--- src/rtl/fir_pkg.sv ---
// Shared widths and FSM encoding for the FIR go sequencer.
package fir_pkg;
    localparam int FIR_DATA_W = 8;
    localparam int FIR_OUT_W  = 16;

    typedef enum logic [1:0] {
        IDLE  = 2'd0,
        ISSUE = 2'd1,
        WAIT  = 2'd2,
        HOLD  = 2'd3
    } fir_state_e;
endpackage

--- src/rtl/sample_fifo.sv ---
// Power-of-2 sample FIFO with combinational head read and occupancy count.
module sample_fifo #(
    parameter int DATA_W = 8,
    parameter int DEPTH  = 4
) (
    input  logic                     clk,
    input  logic                     rst,
    input  logic                     push,
    input  logic [DATA_W-1:0]        din,
    input  logic                     pop,
    output logic [DATA_W-1:0]        dout,
    output logic                     full,
    output logic                     empty,
    output logic [$clog2(DEPTH):0]   level
);
    localparam int AW = $clog2(DEPTH);
    localparam logic [AW:0] FULL_LVL = DEPTH[AW:0];

    logic [DATA_W-1:0] mem [DEPTH];
    logic [AW-1:0]     wptr, rptr;
    logic              do_push, do_pop;

    assign full    = (level == FULL_LVL);
    assign empty   = (level == '0);
    assign do_push = push && !full;
    assign do_pop  = pop && !empty;
    assign dout    = mem[rptr];

    // Pointers wrap naturally because DEPTH is a power of 2.
    always_ff @(posedge clk or negedge rst) begin
        if (!rst) begin
            wptr  <= '0;
            rptr  <= '0;
            level <= '0;
        end else begin
            if (do_push) wptr <= wptr + 1'b1;
            if (do_pop)  rptr <= rptr + 1'b1;
            case ({do_push, do_pop})
                2'b10:   level <= level + 1'b1;
                2'b01:   level <= level - 1'b1;
                default: level <= level;
            endcase
        end
    end

    always_ff @(posedge clk) begin
        if (do_push) mem[wptr] <= din;
    end
endmodule

--- src/rtl/fir_go_sequencer.sv ---
// Drains buffered samples into the FIR one at a time: go pulse, fixed-latency
// wait, capture y, then hold the result on a valid/ready output.
module fir_go_sequencer
    import fir_pkg::*;
#(
    parameter int DATA_W  = FIR_DATA_W,
    parameter int OUT_W   = FIR_OUT_W,
    parameter int FIR_LAT = 3,
    parameter int DEPTH   = 4
) (
    input  logic                    clk,
    input  logic                    rst,
    input  logic [DATA_W-1:0]       s_data,
    input  logic                    s_valid,
    output logic                    s_ready,
    output logic [DATA_W-1:0]       fir_in,
    output logic                    fir_go,
    input  logic [OUT_W-1:0]        fir_y,
    output logic [OUT_W-1:0]        m_data,
    output logic                    m_valid,
    input  logic                    m_ready,
    output logic [$clog2(DEPTH):0]  level,
    output logic                    busy
);
    fir_state_e        state, state_nxt;
    logic [3:0]        cnt;
    logic [DATA_W-1:0] head;
    logic              full, empty;
    logic              do_issue, do_capture, do_release;

    sample_fifo #(.DATA_W(DATA_W), .DEPTH(DEPTH)) u_fifo (
        .clk   (clk),
        .rst   (rst),
        .push  (s_valid && s_ready),
        .din   (s_data),
        .pop   (do_issue),
        .dout  (head),
        .full  (full),
        .empty (empty),
        .level (level)
    );

    assign s_ready = !full;
    assign busy    = (state != IDLE) || !empty;

    always_ff @(posedge clk or negedge rst) begin
        if (!rst) state <= IDLE;
        else      state <= state_nxt;
    end

    always_comb begin
        state_nxt = state;
        case (state)
            IDLE:  if (!empty) state_nxt = ISSUE;
            ISSUE: state_nxt = WAIT;
            WAIT:  if (cnt == 4'd0) state_nxt = HOLD;
            HOLD:  if (m_ready) state_nxt = empty ? IDLE : ISSUE;
            default: state_nxt = IDLE;
        endcase
    end

    // HOLD->ISSUE shares the IDLE issue path so results stream back-to-back.
    always_comb begin
        do_issue   = !empty && ((state == IDLE) || (state == HOLD && m_ready));
        do_capture = (state == WAIT) && (cnt == 4'd0);
        do_release = (state == HOLD) && m_ready;
    end

    always_ff @(posedge clk or negedge rst) begin
        if (!rst) begin
            fir_go  <= 1'b0;
            fir_in  <= '0;
            cnt     <= '0;
            m_data  <= '0;
            m_valid <= 1'b0;
        end else begin
            fir_go <= do_issue;
            if (do_issue) fir_in <= head;
            if (state == ISSUE)                 cnt <= 4'(FIR_LAT - 1);
            else if (state == WAIT && cnt != 0) cnt <= cnt - 4'd1;
            if (do_capture) begin
                m_data  <= fir_y;
                m_valid <= 1'b1;
            end else if (do_release) begin
                m_valid <= 1'b0;
            end
        end
    end
endmodule

--- config.mk ---
export PLATFORM = sky130hd
export DESIGN_NAME = fir_go_sequencer
export DESIGN_NICKNAME = d
export VERILOG_FILES = /design/src/rtl/fir_pkg.sv /design/src/rtl/sample_fifo.sv /design/src/rtl/fir_go_sequencer.sv
export SDC_FILE = /design/constraint.sdc
export NUM_CORES = 1
export LEC_CHECK = 0
export BUFFER_PORTS_ARGS = -buffer_cell sky130_fd_sc_hd__clkbuf_2
export CAP_MARGIN = 10
export CORE_MARGIN = 2
export CORE_UTILIZATION = 59
export CTS_CLUSTER_SIZE = 16
export DETAILED_ROUTE_END_ITERATION = 12
export HOLD_SLACK_MARGIN = 0.03
export PLACE_DENSITY = 0.84
export SYNTH_ARGS = -nofsm -noshare
export SYNTH_HDL_FRONTEND = slang
export SYNTH_HIERARCHICAL = 1
export SYNTH_SLANG_ARGS = --single-unit
--- constraint.sdc ---
create_clock -name clk -period 4.47 [get_ports clk]
set_clock_uncertainty 0.2 [all_clocks]
set_input_delay 0.6705 -clock clk [delete_from_list [all_inputs] [get_ports clk]]
set_output_delay 0.6705 -clock clk [all_outputs]
set_load 0.1 [all_outputs]
After elaboration in Yosys (flattened, before gate mapping)
Memories as Yosys holds them, arrays and structs flattened. A register that Yosys moved wholly into a read port is not among the register bits. Cells that the tools add are included.

Memories: 1. Bits in writable memories: 32. Bits in registers: 31. Input bits: 28.

Memory list: u_fifo.mem (depth 4, bits a word 8, read ports 1, clocked after Yosys merged registers in 1, write ports 1, RTL line sample_fifo.sv:19) `logic [DATA_W-1:0] mem [DEPTH];`.

Reductions and logical operators: 21. Add/sub/neg operators: 5. Muxes and demuxes: 12. Equality and inequality tests: 9.

Operator list (count): 2-to-1 mux 4 bit (2); case mux 2 bit (4 select lines) (1); nonzero test 2 bit (4); logical AND 1 bit (7); equality test 2 bit (second input constant) (3); 2-to-1 mux 2 bit (3); inequality test 2 bit (second input constant) (3); case mux 3 bit (2 select lines) (1); 2-to-1 mux 1 bit (5); adder 2 x 1 -> 2 bit (second input constant) (2); equality test 2 x 1 -> 1 bit (second input constant) (2); logical NOT 4 bit (1); nonzero test 4 bit (1); subtractor 4 x 1 -> 4 bit (second input constant) (1); adder 3 x 1 -> 3 bit (second input constant) (1); equality test 3 bit (second input constant) (1); logical NOT 1 bit (3); logical NOT 3 bit (1); AND reduction 3 bit (1); subtractor 3 x 1 -> 3 bit (second input constant) (1); logical NOT 2 bit (1); logical OR 1 bit (2).

Longest topological paths before layout
Depth in word-level cells: 7. Mapped depth: 11. Gate-level depth less buffers: 11.

By module
The synthesis kept the hierarchy.

By module, submodules not included: sample_fifo (instances 1, seq. area each 1136.1 um2, area an instance 1592.8 um2, cells an instance 79); fir_go_sequencer (instances 1, seq. area each 800.8 um2, area an instance 1432.6 um2, cells an instance 99).

Worst setup path before layout
OpenSTA, ideal clock, no wires.

Kind: flip-flop to flip-flop. Start point: reg u_fifo.level[0]. End point: reg u_fifo.level[2]. Setup slack: 1367 ps. Cell stages (with the launch flop): 10. Clock period less this slack: 3103 ps. Data required time: 4106 ps. Data arrival time: 2739 ps. Library setup time: 164 ps. Path buffers: 0. Cell sequence: dfrtp_1 > nor3_1 > nor2_2 > o31a_2 > ha_1 > inv_1 > fa_1 > xor2_1 > nor2_1 > xor2_1.

Longest elaborated chain between the ends: 6. Elaborated cells between the ends (all ways): 14. Those cells by class: add/sub (2); eq/ne (3); mux (1); reduce/logical (8).

Ends and longest elaborated chain: from (decl) (RTL line sample_fifo.sv:14) `output logic [$clog2(DEPTH):0] level`; from (signal assigned) (RTL line sample_fifo.sv:39) `2'b10: level <= level + 1'b1;`; from (signal assigned) (RTL line sample_fifo.sv:40) `2'b01: level <= level - 1'b1;`; from (signal assigned) (RTL line sample_fifo.sv:41) `default: level <= level;`; logical NOT 3 bit (*) (RTL line sample_fifo.sv:24) `assign empty = (level == '0);`; named net empty (RTL line fir_go_sequencer.sv:28) `logic full, empty;`; logical NOT 1 bit (*) (RTL line fir_go_sequencer.sv:64) `do_issue = !empty && ((state == IDLE) || (state == HOLD && m_ready));`; logical AND 1 bit (*) (RTL line fir_go_sequencer.sv:64); named net do_issue (RTL line fir_go_sequencer.sv:29) `logic do_issue, do_capture, do_release;`; logical AND 1 bit (*) (RTL line sample_fifo.sv:26) `assign do_pop = pop && !empty;`; named net u_fifo.do_pop (RTL line sample_fifo.sv:21) `logic do_push, do_pop;`; equality test 2 x 1 -> 1 bit or equality test 2 bit (tied branches) (RTL line sample_fifo.sv:38) `case ({do_push, do_pop})`; case mux 3 bit (2 select lines) or nonzero test 2 bit (tied branches).

Mark *: on every way through the listed nets, which the timed path passes. The rest lies on a longest branch. A chain may end at the register's enable or synchronous reset.

Worst setup path in the final report
Start point: reg state[0]. End point: reg u_fifo.level[2].

Longest elaborated chain between the ends: 7. Elaborated cells between the ends (all ways): 10. Those cells by class: eq/ne (3); mux (1); reduce/logical (6).

Ends and longest elaborated chain: from (decl) (RTL line fir_go_sequencer.sv:25) `fir_state_e state, state_nxt;`; from (signal assigned) (RTL line fir_go_sequencer.sv:48) `else state <= state_nxt;`; equality test 2 bit (RTL line fir_go_sequencer.sv:64); logical AND 1 bit (RTL line fir_go_sequencer.sv:64); logical OR 1 bit (*) (RTL line fir_go_sequencer.sv:64); logical AND 1 bit (*) (RTL line fir_go_sequencer.sv:64); named net do_issue (RTL line fir_go_sequencer.sv:29); logical AND 1 bit (*) (RTL line sample_fifo.sv:26); named net u_fifo.do_pop (RTL line sample_fifo.sv:21); equality test 2 x 1 -> 1 bit or equality test 2 bit (tied branches) (RTL line sample_fifo.sv:38); case mux 3 bit (2 select lines) or nonzero test 2 bit (tied branches).

Marks and branches as above.

==> impl_metrics.ini <==
[run_status]
status = finished, final reports clean

[global_route]
first_global_vias = 1626
antenna_found_initial = 0
grtUsageTotal = 0.192
grt_pass1_wl_um = 7750
grt_max_degree = 40
grt-ovfl-total = 0

[yosys]
synth_cell_types = 40
seq_area_frac_synth = 0.640
synth_top_area_cell = dfrtp_1
ys.flop_type = dfrtp_1
synth_seq_cells = 71
synth_edf_count = 32
ys_top_cells_by_area = dfrtp_1, edfxtp_1, mux2_2, mux4_2, mux2_4
netlist_area_um2 = 3030
synth_warnings = 6
synthArstFlopShare = 0.549
postSynthCellCount = 178
avgSynthCellArea_um2 = 17.0
synth_top_area_frac = 0.323
syn_nets = 218

[sta]
maxSlewHeadroom = 0.368
tightest_slew_ns = 0.949
setup_violations = 0
fin_crit_sh = 0.628
rsz0062_at_grt = no
period_minus_slack_ns = 2.81
final.setup.tns_ns = 0
hold_viol = 0
timing.fmax_mhz = 356
slew_viol_final = 0

[floorplan]
design.die.area_um2 = 5720
die_h_um = 75.6
fp.dieW_um = 75.6
initial_core_util = 0.600
rows = 26
pin_count = 59
core_area_um2 = 5040

[min_path]
hp-class = input port to async pin

[cts]
clkSinkCount = 71
h-tree-depth = 3
holdBufCountCts = 0
clk_path_buf_depth = 2
cts_setup_buffers = 0
cts_root_buffer = clkbuf_8
cts_tree = yes
clock_latency_ns = 0.33
cts_resized = 0
clk_pin_slew_ns = 0.07
numCtsBuffers = 9

[route]
drtIter0Drc = 129
dr_wl_met3_um = 164
wirelength_um = 5100
vias = 1663
highest_layer = met4
antenna_left = 0
first_pass_iters = 4
met2_wirelength_um = 2760
drc = 0
routedWlPerCell_um = 16.0
m1WireLength_um = 2140
detail_route.vias_per_cell = 5.21

[setup_path]
cp_max_fo = 10
critPathKind = register to register
critPathRequiredTime_ns = 4.53
arrival_ns = 2.86
crit_path_end_kind = register
worst_setup_path_start_kind = register

[cells_and_area]
insertedDiodeCount = 0
layout_commonest_cell = clkbuf_2
fillers = 334
layout_common_cells = clkbuf_2, dfrtp_1, edfxtp_1, mux2_2, inv_1
fin_nets = 284
layout-drive-gt1-share = 0.466
final_util = 0.705
syn_to_final_growth_pct = 17.5

[placed_design]
gp_congestion = 0.785
io_buffers = 58
dp_hpwl_um = 3550

[job]
max_cap_violations = 0
==> final timing paths <==
path | start | to | slack, ns | cells after the start
worst max-delay path | state[0] | u_fifo/level[2] | 1.66 | 11
worst min-delay path | rst | fir_go | 0.27 | 1
worst max register to register | state[0] | u_fifo/level[2] | 1.66 | 11
worst min register to register | m_valid | m_valid | 0.29 | 1
max in group asynchronous | rst | u_fifo/rptr[1] | 3.20 | 1
min in group clk | m_valid | m_valid | 0.29 | 1
==> cells by family (layout without fill, tap and decap cells) <==
family | count (synthesis) | after routing | share of synthesized area
buf+inv | 16 | 87 | 0.0256
xor+xnor | 7 | 7 | 0.0203
compound gates | 14 | 14 | 0.0323
flops | 71 | 71 | 0.640
mux | 35 | 35 | 0.172
simple gates | 23 | 23 | 0.0575
fa+ha+maj | 12 | 12 | 0.0521
==> critical path, stage by stage (launching register included) <==
cell     delay [ns]
dfrtp_1        0.40
inv_1          0.15
ha_1           0.19
a21oi_1        0.05
nor2_2         0.42
o31a_2         0.29
ha_1           0.19
inv_1          0.06
fa_1           0.37
xor2_1         0.15
nor2_1         0.11
xor2_1         0.15
==> flip-flops by register name, summed over array words and instances (netlist names) <==
name / count
fir_go: 1
u_fifo/level: 3
state: 2
u_fifo/wptr: 2
cnt: 4
m_data: 16
u_fifo/mem: 32
u_fifo/rptr: 2
fir_in: 8
m_valid: 1
==> layout make-up <==
cell class                 count  area (um^2)  area share
clock inverter                 4         46.3      0.0130
clock buffer                  12          135      0.0380
timing repair buffer          58          290      0.0816
multi-input combinational     91         1010       0.284
tap                           70         87.6      0.0246
inverter                      13         48.8      0.0137
sequential                    71         1940       0.545
==> cell usage after synthesis (2+ instances only) <==
cell,number
ha_1,11
mux2_4,10
mux2_2,16
mux4_2,8
o21ai_0,3
and2_2,4
dfrtp_1,39
nand2_1,3
a21oi_1,3
edfxtp_1,32
xor2_1,4
nor2_1,2
xnor2_1,3
nand3_1,2
inv_1,13
==> per-stage QoR <==
stage | hold WS, ns | std cells | worst slack, ns | cell area (um^2)
finish | 0.272 | 319 | 1.66 | 3560
detailed placement | 0.276 | 303 | 1.61 | 3370
floorplan | 0.175 | 178 | 1.37 | 3030
CTS | 0.292 | 319 | 1.65 | 3560
global placement | 0.269 | 303 | 1.67 | 3370
global route | 0.322 | 319 | 1.40 | 3560
==> per-layer routing <==
layer / global-route usage / vias up
li1: - / 779
met1: 0.261 / 845
met2: 0.299 / 34
met3: 0.0397 / 5
met4: 0.0936 / 0
met5: 0 / -
Power is left out: the tool's default activity adds up to more than one toggle a clock period on the data nets, which glitch-free logic cannot reach.
